$ cat src/rtl/calc_port_arbiter.sv
// Four command-capture ports sharing one ALU through a round-robin arbiter.
// Define CALC_ARB_TIMEOUT_EN to bound the WAIT state to ALU_TIMEOUT cycles.
module calc_port_arbiter #(
  parameter int ALU_TIMEOUT = 16
) (
  input  logic        c_clk,
  input  logic        reset,

  input  logic [3:0]  req1_cmd_in,
  input  logic [3:0]  req2_cmd_in,
  input  logic [3:0]  req3_cmd_in,
  input  logic [3:0]  req4_cmd_in,
  input  logic [31:0] req1_data_in,
  input  logic [31:0] req2_data_in,
  input  logic [31:0] req3_data_in,
  input  logic [31:0] req4_data_in,

  output logic [1:0]  out_resp1,
  output logic [1:0]  out_resp2,
  output logic [1:0]  out_resp3,
  output logic [1:0]  out_resp4,
  output logic [31:0] out_data1,
  output logic [31:0] out_data2,
  output logic [31:0] out_data3,
  output logic [31:0] out_data4,

  output logic        alu_valid,
  output logic [3:0]  alu_cmd,
  output logic [31:0] alu_op1,
  output logic [31:0] alu_op2,
  input  logic        alu_done,
  input  logic [1:0]  alu_resp,
  input  logic [31:0] alu_data
);

  localparam logic [1:0] StIdle    = 2'd0;
  localparam logic [1:0] StOp2     = 2'd1;
  localparam logic [1:0] StPending = 2'd2;
  localparam logic [1:0] StResp    = 2'd3;

  localparam logic [1:0] ArbIdle  = 2'd0;
  localparam logic [1:0] ArbIssue = 2'd1;
  localparam logic [1:0] ArbWait  = 2'd2;
  localparam logic [1:0] ArbDone  = 2'd3;

  localparam logic [1:0] RespOk    = 2'b01;
  localparam logic [1:0] RespError = 2'b11;

  if (ALU_TIMEOUT < 1) begin : g_bad_timeout
    $error("ALU_TIMEOUT must be at least 1");
  end

  function automatic logic cmd_supported(input logic [3:0] cmd);
    return (cmd == 4'd1) || (cmd == 4'd2) || (cmd == 4'd5) || (cmd == 4'd6);
  endfunction

  logic [3:0]  cmd_in  [4];
  logic [31:0] data_in [4];

  assign cmd_in[0]  = req1_cmd_in;
  assign cmd_in[1]  = req2_cmd_in;
  assign cmd_in[2]  = req3_cmd_in;
  assign cmd_in[3]  = req4_cmd_in;
  assign data_in[0] = req1_data_in;
  assign data_in[1] = req2_data_in;
  assign data_in[2] = req3_data_in;
  assign data_in[3] = req4_data_in;

  // Per-port capture state
  logic [1:0]  pst_q   [4];
  logic [1:0]  pst_d   [4];
  logic [3:0]  cmd_q   [4];
  logic [3:0]  cmd_d   [4];
  logic [31:0] op1_q   [4];
  logic [31:0] op1_d   [4];
  logic [31:0] op2_q   [4];
  logic [31:0] op2_d   [4];
  logic [1:0]  resp_q  [4];
  logic [1:0]  resp_d  [4];
  logic [31:0] rdata_q [4];
  logic [31:0] rdata_d [4];

  // Arbiter state
  logic [1:0]  arb_q, arb_d;
  logic [1:0]  gnt_q, gnt_d;
  logic [1:0]  rr_q, rr_d;
  logic [3:0]  alu_cmd_q, alu_cmd_d;
  logic [31:0] alu_op1_q, alu_op1_d;
  logic [31:0] alu_op2_q, alu_op2_d;
  logic [1:0]  res_resp_q, res_resp_d;
  logic [31:0] res_data_q, res_data_d;

  logic [3:0]  pend;
  logic        found;
  logic [1:0]  pick;
  logic        tmo_hit;

`ifdef CALC_ARB_TIMEOUT_EN
  localparam int unsigned TmoW = $clog2(ALU_TIMEOUT + 1);

  logic [TmoW-1:0] tmo_q, tmo_d;

  always_comb begin
    tmo_d = '0;
    if (arb_q == ArbWait) tmo_d = tmo_q + TmoW'(1);
  end

  // Last WAIT cycle of the budget without a completion forces an error.
  assign tmo_hit = (arb_q == ArbWait) && (tmo_q == TmoW'(ALU_TIMEOUT - 1));

  always_ff @(posedge c_clk or posedge reset) begin
    if (reset) tmo_q <= '0;
    else       tmo_q <= tmo_d;
  end
`else
  assign tmo_hit = 1'b0;
`endif

  always_comb begin
    for (int i = 0; i < 4; i++) pend[i] = (pst_q[i] == StPending);
  end

  // Round-robin search starting at the port after the last grant
  always_comb begin
    found = 1'b0;
    pick  = rr_q;
    for (int k = 0; k < 4; k++) begin
      if (!found && pend[rr_q + 2'(k)]) begin
        found = 1'b1;
        pick  = rr_q + 2'(k);
      end
    end
  end

  always_comb begin
    for (int i = 0; i < 4; i++) begin
      pst_d[i]   = pst_q[i];
      cmd_d[i]   = cmd_q[i];
      op1_d[i]   = op1_q[i];
      op2_d[i]   = op2_q[i];
      resp_d[i]  = resp_q[i];
      rdata_d[i] = rdata_q[i];
      case (pst_q[i])
        StIdle: begin
          if (cmd_in[i] != 4'd0) begin
            cmd_d[i] = cmd_in[i];
            op1_d[i] = data_in[i];
            pst_d[i] = StOp2;
          end
        end
        StOp2: begin
          op2_d[i] = data_in[i];
          if (cmd_supported(cmd_q[i])) begin
            pst_d[i] = StPending;
          end else begin
            resp_d[i]  = RespError;
            rdata_d[i] = 32'd0;
            pst_d[i]   = StResp;
          end
        end
        StPending: begin
          if ((arb_q == ArbDone) && (gnt_q == 2'(i))) begin
            resp_d[i]  = res_resp_q;
            rdata_d[i] = (res_resp_q == RespOk) ? res_data_q : 32'd0;
            pst_d[i]   = StResp;
          end
        end
        StResp:  pst_d[i] = StIdle;
        default: pst_d[i] = StIdle;
      endcase
    end
  end

  always_comb begin
    arb_d      = arb_q;
    gnt_d      = gnt_q;
    rr_d       = rr_q;
    alu_cmd_d  = alu_cmd_q;
    alu_op1_d  = alu_op1_q;
    alu_op2_d  = alu_op2_q;
    res_resp_d = res_resp_q;
    res_data_d = res_data_q;
    case (arb_q)
      ArbIdle: begin
        if (found) begin
          gnt_d     = pick;
          rr_d      = pick + 2'd1;
          alu_cmd_d = cmd_q[pick];
          alu_op1_d = op1_q[pick];
          alu_op2_d = op2_q[pick];
          arb_d     = ArbIssue;
        end
      end
      ArbIssue: arb_d = ArbWait;
      ArbWait: begin
        if (alu_done) begin
          res_resp_d = alu_resp;
          res_data_d = alu_data;
          arb_d      = ArbDone;
        end else if (tmo_hit) begin
          res_resp_d = RespError;
          res_data_d = 32'd0;
          arb_d      = ArbDone;
        end
      end
      ArbDone: begin
        alu_cmd_d = 4'd0;
        alu_op1_d = 32'd0;
        alu_op2_d = 32'd0;
        arb_d     = ArbIdle;
      end
      default: arb_d = ArbIdle;
    endcase
  end

  always_ff @(posedge c_clk or posedge reset) begin
    if (reset) begin
      for (int i = 0; i < 4; i++) begin
        pst_q[i]   <= StIdle;
        cmd_q[i]   <= 4'd0;
        op1_q[i]   <= 32'd0;
        op2_q[i]   <= 32'd0;
        resp_q[i]  <= 2'd0;
        rdata_q[i] <= 32'd0;
      end
    end else begin
      for (int i = 0; i < 4; i++) begin
        pst_q[i]   <= pst_d[i];
        cmd_q[i]   <= cmd_d[i];
        op1_q[i]   <= op1_d[i];
        op2_q[i]   <= op2_d[i];
        resp_q[i]  <= resp_d[i];
        rdata_q[i] <= rdata_d[i];
      end
    end
  end

  always_ff @(posedge c_clk or posedge reset) begin
    if (reset) begin
      arb_q      <= ArbIdle;
      gnt_q      <= 2'd0;
      rr_q       <= 2'd0;
      alu_cmd_q  <= 4'd0;
      alu_op1_q  <= 32'd0;
      alu_op2_q  <= 32'd0;
      res_resp_q <= 2'd0;
      res_data_q <= 32'd0;
    end else begin
      arb_q      <= arb_d;
      gnt_q      <= gnt_d;
      rr_q       <= rr_d;
      alu_cmd_q  <= alu_cmd_d;
      alu_op1_q  <= alu_op1_d;
      alu_op2_q  <= alu_op2_d;
      res_resp_q <= res_resp_d;
      res_data_q <= res_data_d;
    end
  end

  logic [1:0]  resp_out [4];
  logic [31:0] data_out [4];

  always_comb begin
    for (int i = 0; i < 4; i++) begin
      resp_out[i] = (pst_q[i] == StResp) ? resp_q[i]  : 2'd0;
      data_out[i] = (pst_q[i] == StResp) ? rdata_q[i] : 32'd0;
    end
  end

  assign out_resp1 = resp_out[0];
  assign out_resp2 = resp_out[1];
  assign out_resp3 = resp_out[2];
  assign out_resp4 = resp_out[3];
  assign out_data1 = data_out[0];
  assign out_data2 = data_out[1];
  assign out_data3 = data_out[2];
  assign out_data4 = data_out[3];

  assign alu_valid = (arb_q == ArbIssue);
  assign alu_cmd   = alu_cmd_q;
  assign alu_op1   = alu_op1_q;
  assign alu_op2   = alu_op2_q;

endmodule

$ cat config.mk
export PLATFORM = sky130hd
export DESIGN_NAME = calc_port_arbiter
export DESIGN_NICKNAME = d
export VERILOG_FILES = /design/src/rtl/calc_port_arbiter.sv
export SDC_FILE = /design/constraint.sdc
export NUM_CORES = 1
export LEC_CHECK = 0
export ABC_AREA = 1
export CORE_AREA = 2 2 210 212
export DETAILED_ROUTE_END_ITERATION = 8
export DIE_AREA = 0 0 212 214
export PLACE_DENSITY = 0.84
export SLEW_MARGIN = 20
export SYNTH_ARGS = -nofsm -noshare
export SYNTH_HDL_FRONTEND = slang
export SYNTH_SLANG_ARGS = --single-unit
$ cat constraint.sdc
create_clock -name c_clk -period 33.7 [get_ports c_clk]
set_input_delay 10.11 -clock c_clk [delete_from_list [all_inputs] [get_ports c_clk]]
set_output_delay 10.11 -clock c_clk [all_outputs]
set_load 0.1 [all_outputs]
Yosys cells after proc, flatten, opt, wreduce, memory -nomap -nowiden
Index checks and enable logic that the tools add are counted.
- flip-flop bits (word level): 524
- word-level logic and storage cells: 226
- output and inout port bits: 205
- input bits: 181
- equal/unequal tests: 49
- add/sub/neg operators: 4
- reductions and logical operators: 53
- bitwise operators: 1
- muxes and demuxes: 82
- order comparisons: 5
- operators by type and width (kind ; number):
    32-bit 2-to-1 mux ; 19
    32-bit case mux with 2 select lines ; 6
    32-bit binary-select mux with 2-bit select ; 2
    2-bit 2-to-1 mux ; 25
    2-bit case mux with 4 select lines ; 5
    4-bit by 3-bit equality test with 1-bit output (second input constant) ; 8
    2-bit equality test (second input constant) ; 12
    2-bit AND reduction ; 12
    2-bit != test (second input constant) ; 10
    4-bit by 1-bit equality test with 1-bit output (second input constant) ; 4
    4-bit by 2-bit equality test with 1-bit output (second input constant) ; 4
    2-bit case mux with 2 select lines ; 4
    4-bit nonzero test ; 4
    2-bit by 1-bit equality test with 1-bit output (second input constant) ; 7
    2-bit logical NOT ; 6
    1-bit logical OR ; 12
    2-bit by 3-bit < comparator with 1-bit output (second input constant) ; 4
    1-bit 2-to-1 mux ; 12
    4-bit 2-to-1 mux ; 3
    3-bit AND reduction ; 4
    2-bit nonzero test ; 5
    1-bit binary-select mux with 2-bit select ; 4
    4-bit binary-select mux with 2-bit select ; 1
    2-bit by 1-bit != test with 1-bit output (second input constant) ; 4
    7 further kinds ; 17

Logic depth before layout (Yosys ltp)
- depth after elaboration: 19
- mapped depth: 20
- depth with buffers taken out: 18

Worst setup path before layout
OpenSTA, ideal clock, no wires.
- path kind: reg2out
- start point: register pst_q[7] in the netlist's numbering
- end point: output port out_data1[10]
- arrival time: 1.679 ns
- buffers on the path: 2
- setup slack: 21.911 ns
- stages on the path, launching flop included: 6
- data required time: 23.590 ns
- cells stage by stage: dfrtp_1 ha_1 clkbuf_1 clkbuf_1 nand2_1 inv_1
- longest elaborated chain between the ends: 2
- ends and longest elaborated chain (what ; line ; RTL):
    start: declaration ; 70 ; logic [1:0] pst_q [4];
    start signal: indexed assignment ; 219 ; pst_q[i] <= StIdle;
    start signal: indexed assignment ; 228 ; pst_q[i] <= pst_d[i];
    2-bit equality test ; 266 ; data_out[i] = (pst_q[i] == StResp) ? rdata_q[i] : 32'd0;
    32-bit 2-to-1 mux ; 266 ;
    end: declaration ; 22 ; output logic [31:0] out_data1,
Every way passes these cells.

Worst setup path after layout
- start point: register pst_q[7] in the netlist's numbering
- end point: output port out_data1[29]
The elaborated chain is that of the path after synthesis.

==> run summary <==
SETUP PATH
--------------------------------------------------------------------------------------
List of cells traversed by the critical path ............................ ha_1, buf_4, nand2_1, inv_1, clkdlybuf4s50_1
Path type of the worst setup path ....................................... flop to output port
Library cell contributing the largest single delay on the critical path . clkdlybuf4s50_1
Highest net fanout along the worst path .................................           23
Largest stage delay on the critical path ................................      1.17 ns
Crit path max-delay family .............................................. buffers and inverters
Required time of the critical path ......................................     23.59 ns
Type of element capturing the critical path .............................  output port
CP Data Arrival Time ....................................................      3.32 ns
Total buffers and inverters traversed by the critical path ..............            3
Sort of element at the start of the critical path .......................         flop

GLOBAL ROUTE
--------------------------------------------------------------------------------------
Wire length of the first global-routing pass ............................       117 mm
Met2 track utilization from global routing ..............................        47.8%
Grt peak-use layer ......................................................         met1
Overall fraction of global-route tracks in use ..........................        32.9%
Largest net degree at the start of global routing .......................          186
Overflow after GRT ......................................................            0
Antenna violations before repair ........................................            6
Met1 usage in global routing ............................................        48.6%
Vias in the first global route ..........................................        21.5k
Met3 track demand over resource .........................................        7.10%

TIMING
--------------------------------------------------------------------------------------
Final-layout setup total negative slack .................................         0 ns
Number of endpoints with negative hold slack in the final report ........            0
RSZ-0062 raised after global routing ....................................        false
Maximum frequency from static timing analysis ...........................   0.0745 GHz
Time the worst path needs with I/O delays and setup .....................     13.43 ns
Max_slew headroom .......................................................        23.9%
Transition time at the pin with the least slew margin ...................      1.14 ns
Max Clock Skew ..........................................................    0.0249 ns
Final setup margin ......................................................     20.27 ns
Final clock period utilization by the worst path ........................        39.8%
Setup-failing EPs final .................................................            0
Max Slew Vio Count ......................................................            0

CTS
--------------------------------------------------------------------------------------
Clock-pin slew on the worst setup and hold paths ........................      0.06 ns
Post-cts sizing count ...................................................            0
CTS Root Cell ...........................................................    clkbuf_16
H-tree levels ...........................................................            2
Number of clock sinks seen by CTS .......................................          524
Buffers inserted by post-CTS timing repair ..............................            0
Clk_lat worst skew ......................................................      0.62 ns
CTS tree ................................................................         done
Count of hold buffers inserted by post-cts repair .......................            0
TritonCTS Buffers .......................................................           53
CTS Buffer Depth ........................................................            3

ROUTE
--------------------------------------------------------------------------------------
Initial detailed-routing violation count ................................         2571
Final Routed Wirelength .................................................      75.0 mm
Total iterations of the first detailed-routing run ......................            7
Total number of vias ....................................................        22.8k
Drt via density .........................................................         5.52
DRC viols ...............................................................            0
Wirelength per Cell .....................................................      18.1 um
Antenna-violating nets left .............................................            0

OUTCOME
--------------------------------------------------------------------------------------
Status .................................................................. finished clean

PLACE
--------------------------------------------------------------------------------------
Input/output buffers ....................................................          385
Detailed placer's ending HPWL ...........................................      49.4 mm
Worst setup slack after placement .......................................     19.61 ns
Placer's final routability congestion estimate ..........................        0.923

FINISH
--------------------------------------------------------------------------------------
Area growth from synthesis to layout ....................................        23.0%
Net count reported at finish ............................................         3719
Commonest non-fill, non-tap cells in the layout ......................... 1103 x nand2_1, 524 x dfrtp_1, 468 x inv_1
Fraction of layout cells with a size suffix above 1 .....................        5.38%
Most common cell after layout, fill and taps aside ......................      nand2_1
Fillers .................................................................         3156

SYNTHESIS
--------------------------------------------------------------------------------------
Average instance area after synthesis ...................................    7.76 um^2
Yosys warns .............................................................            0
Share of synthesized area occupied by flip-flops and latches ............        52.3%
Main combinational cell family by area after synthesis .................. simple AND/OR/NAND/NOR gates
Proportion of synthesized area in mux cells .............................       0.584%
Mapped Nets .............................................................         3444
Post-Synth Simple-Gate Area .............................................        25.2%
Flip-flop and latch count after synthesis ...............................          524
Fraction of the mapped netlist area in compound gates ...................        9.59%
Gate count of the mapped netlist ........................................         3234
Adder and majority gate portion of the synthesized area .................        1.45%
Xor and xnor fraction of the mapped netlist area ........................           0%
Count of distinct cell types in the synthesized netlist .................           30
Area of the mapped netlist ..............................................  0.0251 mm^2

DIE
--------------------------------------------------------------------------------------
Core Region .............................................................  0.0429 mm^2
Floorplan die width .....................................................       212 um
Top-level port count ....................................................          386
Initial Util ............................................................        58.5%
Total number of placement rows ..........................................           76
Area of the die .........................................................  0.0454 mm^2
Die Y-Extent ............................................................       214 um

JOB
--------------------------------------------------------------------------------------
Maxcap violations .......................................................            0

HOLD PATH
--------------------------------------------------------------------------------------
Hold Path Class ......................................................... flop to flop

## stage by stage
step / util, % / instances / hold slack [ns] / cell area [um^2]
2_1_floorplan: - / 3234 / 0.453 / 25100
3_3_place_gp: 67.6 / 4037 / 0.464 / 29000
3_5_place_dp: 67.7 / 4038 / 0.465 / 29000
4_1_cts: 71.8 / 4135 / 0.480 / 30800
5_1_grt: 71.9 / 4141 / 0.498 / 30800
6_report: 71.9 / 4141 / 0.480 / 30800
## state kept, by name, indices dropped and copies added, names as in the netlist
register and cells:
alu_op1 32, rdata_q 128, op1_q 128, cmd_q 16, alu_op2 32, arb_q 2
gnt_q 2, pst_q 8, res_resp_q 2, resp_q 8, alu_cmd 4, rr_q 2
op2_q 128, res_data_q 32
## kinds of logic (layout without fill, tap and decap cells)
group	after synthesis	in the layout
flops	524	524
fa+ha+maj	29	29
compound gates	474	474
other cells	0	5
buf+inv	670	987
simple gates	1524	1524
mux	13	13
## routing by layer
layer / part of all wire (%) / vias up
met5: 0.011 / -
met1: 42 / 11000
met2: 44 / 1209
met4: 3.7 / 2
li1: - / 10500
met3: 10 / 169
## layout make-up
cell class	count	area [um^2]	share of cell area, %
Clock inverter	23	300	0.973
Timing Repair Buffer	418	4150	13.4
Antenna cell	5	12.5	0.0406
Tap cell	585	732	2.37
Multi-Input combinational cell	2040	9300	30.1
Clock buffer	74	1470	4.75
Sequential cell	524	13100	42.5
Inverter	472	1780	5.78
## Yosys cell counts
cell type	number	area, um^2
nor2_1	114	428
inv_4	1	6.26
ha_1	29	363
o21ai_0	390	1950
nand2_4	1	11.3
inv_2	1	3.75
inv_1	470	1760
nor2_4	1	11.3
mux2_2	13	146
o21ai_2	2	17.5
o21a_1	8	60.1
buf_6	11	124
nand4_2	1	12.5
a21oi_1	72	360
nand3_2	31	310
buf_8	3	45.0
nand2_2	9	56.3
buf_2	39	195
dfrtp_1	524	13100
o211ai_1	1	7.51
nand3_4	1	17.5
nor2_8	1	20.0
nand3_1	250	1250
o21bai_1	1	7.51
nand4_1	4	25.0
nand2_1	1109	4160
clkbuf_1	115	432
buf_4	16	120
nor2_2	2	12.5
buf_1	14	52.6
## worst paths after layout
path,from,endpoint,slack [ns],cells past startpoint
setup / recovery,pst_q[7],out_data1[29],20.27,5
hold / removal,alu_op1[0],alu_op1[0],0.48,2
setup reg to reg,pst_q[0],alu_op1[26],29.10,18
hold reg to reg,alu_op1[0],alu_op1[0],0.48,2
max in group asynchronous,reset,alu_op1[1],20.61,5
min in group asynchronous,reset,rdata_q[29],10.06,2
## worst register-to-register path: stages (launching register included)
cell and delay [ns]:
dfrtp_1 0.42, inv_1 0.16, ha_1 0.67, inv_1 0.22, nand3_1 0.13, nand2_1 0.08
nor2_2 0.22, nor2_8 0.06, nand3_4 0.09, nand2_4 0.43, nand2_4 0.57, buf_4 0.47
buf_16 0.31, nand2_1 0.15, nand2_1 0.08, nand2_1 0.15, nand2_1 0.16, nand2_1 0.08
nand2_1 0.10
Power is left out: the tool's default activity adds up to more than one toggle a clock period on the data nets, which glitch-free logic cannot reach.
